## src/rtl/reg_chain_alu.sv

```systemverilog
// Sample delay chain with wrapping accept counter, feeding a registered
// mode-selectable unit that combines the newest and oldest samples.
module reg_chain_alu #(
  parameter int unsigned WIDTH = 8,
  parameter int unsigned DEPTH = 4,
  parameter int unsigned CW    = 4
) (
  input  logic             clk,
  input  logic             rst,
  input  logic [WIDTH-1:0] in,
  input  logic             in_vld,
  input  logic             flush,
  input  logic [1:0]       mode,
  output logic [WIDTH-1:0] R1,
  output logic [WIDTH-1:0] R2,
  output logic [CW-1:0]    q,
  output logic [WIDTH-1:0] out,
  output logic             out_vld,
  output logic             sat
);

  localparam logic [1:0] ModeSatAdd = 2'b00;
  localparam logic [1:0] ModeSubFlr = 2'b01;
  localparam logic [1:0] ModeMax    = 2'b10;
  localparam logic [1:0] ModeAvg    = 2'b11;

  logic [DEPTH-1:0][WIDTH-1:0] s_q;
  logic [DEPTH-1:0]            v_q;
  logic [CW-1:0]               cnt_q;
  logic [WIDTH-1:0]            out_q;
  logic                        out_vld_q;
  logic                        sat_q;

  logic [WIDTH-1:0] a, b;
  logic [WIDTH:0]   sum;
  logic [WIDTH-1:0] res_d;
  logic             sat_d;

  // Valid bits shift alongside the data, so v_q[DEPTH-1] marks a full chain.
  always_ff @(posedge clk or posedge rst) begin
    if (rst) begin
      s_q   <= '0;
      v_q   <= '0;
      cnt_q <= '0;
    end else if (flush) begin
      s_q   <= '0;
      v_q   <= '0;
      cnt_q <= '0;
    end else if (in_vld) begin
      s_q   <= {s_q[DEPTH-2:0], in};
      v_q   <= {v_q[DEPTH-2:0], 1'b1};
      cnt_q <= cnt_q + CW'(1);
    end
  end

  assign a   = s_q[0];
  assign b   = s_q[DEPTH-1];
  assign sum = {1'b0, a} + {1'b0, b};

  always_comb begin
    res_d = '0;
    sat_d = 1'b0;
    unique case (mode)
      ModeSatAdd: begin
        if (sum[WIDTH]) begin
          res_d = '1;
          sat_d = 1'b1;
        end else begin
          res_d = sum[WIDTH-1:0];
        end
      end
      ModeSubFlr: begin
        if (b > a) begin
          res_d = '0;
          sat_d = 1'b1;
        end else begin
          res_d = a - b;
        end
      end
      ModeMax: res_d = (a > b) ? a : b;
      ModeAvg: res_d = sum[WIDTH:1];
      default: res_d = '0;
    endcase
  end

  always_ff @(posedge clk or posedge rst) begin
    if (rst) begin
      out_q     <= '0;
      out_vld_q <= 1'b0;
      sat_q     <= 1'b0;
    end else if (flush) begin
      out_q     <= '0;
      out_vld_q <= 1'b0;
      sat_q     <= 1'b0;
    end else begin
      out_q     <= res_d;
      out_vld_q <= v_q[DEPTH-1];
      sat_q     <= sat_d;
    end
  end

  assign R1      = s_q[0];
  assign R2      = s_q[DEPTH-1];
  assign q       = cnt_q;
  assign out     = out_q;
  assign out_vld = out_vld_q;
  assign sat     = sat_q;

endmodule

```

## config.mk

```make
export PLATFORM = sky130hd
export DESIGN_NAME = reg_chain_alu
export DESIGN_NICKNAME = d
export VERILOG_FILES = /design/src/rtl/reg_chain_alu.sv
export SDC_FILE = /design/constraint.sdc
export NUM_CORES = 1
export LEC_CHECK = 0
export BUFFER_PORTS_ARGS = -buffer_cell sky130_fd_sc_hd__clkbuf_2
export CAP_MARGIN = 10
export CORE_ASPECT_RATIO = 0.75
export CORE_MARGIN = 4
export CORE_UTILIZATION = 44
export DETAILED_ROUTE_END_ITERATION = 10
export PLACE_DENSITY = 0.63
export SLEW_MARGIN = 40
export SYNTH_ARGS = -nofsm -noshare
export SYNTH_HDL_FRONTEND = slang
export SYNTH_SLANG_ARGS = --single-unit
```

## constraint.sdc

```tcl
create_clock -name clk -period 3.9 [get_ports clk]
set_clock_uncertainty 0.2 [all_clocks]
set_input_delay 0.585 -clock clk [delete_from_list [all_inputs] [get_ports clk]]
set_output_delay 0.585 -clock clk [all_outputs]
set_load 0.01 [all_outputs]
```

==> metrics.txt <==
Synth Cell Area 0.00316 mm²; Critical Path, Cell by Cell inv_1 > ha_1 > fa_1 > nand2b_1 > a211oi_2 > o22ai_2 > mux2i_1 > a221o_1 > a21oi_2; H-tree depth 2; Hold WS between 0.1 and 0.15 ns; Via density around 5.1; DRT antenna net count 0; IO Pins 44; initial antenna violation count 0; VDD IR max between 0.0001 and 0.00015 V; GRT overflow 0; crit end category register; Vias roughly 2200; synthesized instance count between 300 and 400; Final period util 0.730; fillers between 600 and 700; hpwl dp approximately 4700 µm; Worst-Margin Slew just under 0.8 ns; die area 0.00861 mm²; crit-path max cell delay between 0.4 and 0.5 ns; FMAX ~350 MHz; Chip Width roughly 110 µm; Nets 370; most common cell after layout, fill and taps aside nor2_1; most frequent cells in the layout 54 x nor2_1, 50 x dfrtp_1, 41 x mux2i_1, 41 x clkbuf_2, 17 x ha_1; crit path launch type register; DR DRC count 0; Hold Vio Cnt, Final 0; Yosys warning total 0; Slew Limit Fails 0; Relative slew margins 0.475; status finished, final reports clean; Die Ht just over 80 µm; Arr. time, crit path around 2.9 ns; CTS Buffer Depth 2; power per cell area 320 mW/mm²; first-pass GRT wire length between 10000 and 15000 µm; register area share after synthesis 0.396; drt first pass iters 4; ys async rst share 1.00; core footprint 0.00690 mm²; critical path fanouts, max 11; vias in the first global route roughly 2200; Worst-path clk slew around 0.10 ns; share of layout cells above drive strength 1 0.201; max_cap viols 0; # resized after CTS 0; #FFs+latches synth 50; detailed-route wire length 6420 µm; multi-input logic area ~0.0016 mm²; Worst EP required 3.95 ns; Root Buffer clkbuf_8; Hold Buf Count CTS 0; Sink Count 50; Sequential cell area roughly 0.0013 mm²; 1st-iter DRT viols about 140; Area Overhead vs Synth 6.70%; clock latency on the worst-skew pair between 0.3 and 0.4 ns; Crit Path Category register to register; setup violators final 0; Reg2Reg Depth 9; CTS tree done; Final Wtd Congestion 0.841; RSZ-0062 raised after global routing no; P_leak between 1.5 and 2 nW; largest net degree at the start of global routing 51; setup_tns 0 ns; Initial Utilization 0.458; drt wl/cell ~15 µm; Port Buf Inserts 43; CP max-delay cell dfrtp_1; EDFF count, synth 0; Row Count 26; Final Critical Period around 2.8 ns; syn_nets around 350; setup bufs post-CTS 0; total CTS buffers 5; Synth Flop Type dfrtp_1; Ant. Diodes 0; GRT Overall Usage 0.159; hold crit path type input port to asynchronous set/reset pin; synth unique cells approximately 50; syn avg cell area around 9.8 µm²
## cell families after synthesis
group | synth area share
AOI/OAI and AO/OA | 0.134
xor gates and xnor gates | 0.0333
adders and majority gates | 0.0800
buffers and inverters | 0.0927
DFF | 0.396
muxes | 0.130
and+or+nand+nor | 0.134
## critical path: cells and delay by family (launching register included)
kind,cells,cell delay (ns)
flops,1,0.44
fa+ha+maj,2,0.62
simple gates,1,0.23
compound gates,4,1.03
mux,1,0.19
buf+inv,1,0.07
## worst paths after layout
kind / to / slack, ns / startpoint
max: out[6]$_DFF_PP0_ / 1.05 / R1[0]$_DFFE_PP0P_
min: R2[7]$_DFFE_PP0P_ / 0.14 / rst
max reg2reg: out[6]$_DFF_PP0_ / 1.05 / R1[0]$_DFFE_PP0P_
min reg2reg: v_q[0]$_DFFE_PP0P_ / 0.31 / v_q[0]$_DFFE_PP0P_
max in group asynchronous: sat$_DFF_PP0_ / 2.95 / rst
min in group clk: R1[1]$_DFFE_PP0P_ / 0.31 / in[1]
## sequential cells by signal, indices dropped and copies added (netlist names)
register,flops
R1,8
R2,8
out,8
out_vld,1
q,4
s_q,16
sat,1
v_q,4
## cell type report
class / count / area share
Sequential cell: 50 / 0.371
Tap cell: 98 / 0.0364
Inverter: 17 / 0.0197
Clock inverter: 3 / 0.00631
Clock buffer: 5 / 0.0204
Multi-Input combinational cell: 219 / 0.479
Timing Repair Buffer: 44 / 0.0668
## per-layer routing
metal  up-vias  GRT usage  share of wire
li1       1119          -              -
met5         -          0              0
met1      1062      0.231           0.51
met3         7     0.0373          0.050
met2        44      0.240           0.43
met4         0     0.0349         0.0087
## power by group
part	internal [mW]	total, mW	leakage [nW]	switching [mW]
Sequential	0.537	0.555	0.681	0.0176
Clock	0.127	0.312	0.0441	0.186
Combinational	0.0831	0.209	0.938	0.126
## synthesized netlist by cell type (2+ instances only)
cell,count,share of area
mux2i_1,41,0.13
a21oi_1,13,0.021
nor2_1,54,0.064
a221oi_1,3,0.0083
nand2b_1,4,0.0079
xor2_1,4,0.011
or3_1,2,0.0040
a221o_1,2,0.0063
o31ai_1,3,0.0071
buf_2,3,0.0048
clkbuf_1,9,0.011
inv_2,3,0.0036
o31a_1,2,0.0055
xnor2_1,8,0.022
o31ai_2,2,0.0079
nand4_1,3,0.0059
nor2_2,2,0.0040
a211oi_1,4,0.0095
a21oi_2,2,0.0055
o21ai_0,7,0.011
nor2b_1,3,0.0059
o21bai_1,2,0.0048
nand3_1,2,0.0032
o41a_1,2,0.0071
buf_6,4,0.014
ha_1,17,0.067
fa_1,2,0.013
buf_4,17,0.040
a31oi_1,3,0.0059
inv_1,14,0.017
dfrtp_1,50,0.40
nand2_1,9,0.011
o21a_1,4,0.0095
nor3_1,5,0.0079
buf_1,2,0.0024
## per-stage QoR
stage / setup slack, ns / cells / util / total power, mW / area [µm²]
floorplan: 1.37 / 321 / - / 0.735 / 3160
global placement: 1.11 / 428 / 0.475 / 0.775 / 3270
finish: 1.05 / 436 / 0.489 / 1.08 / 3370
detailed placement: 1.09 / 428 / 0.476 / 0.777 / 3280
global route: 0.852 / 436 / 0.489 / 1.14 / 3370
CTS: 1.05 / 436 / 0.489 / 1.09 / 3370
Power figures use the tool's default switching activity.
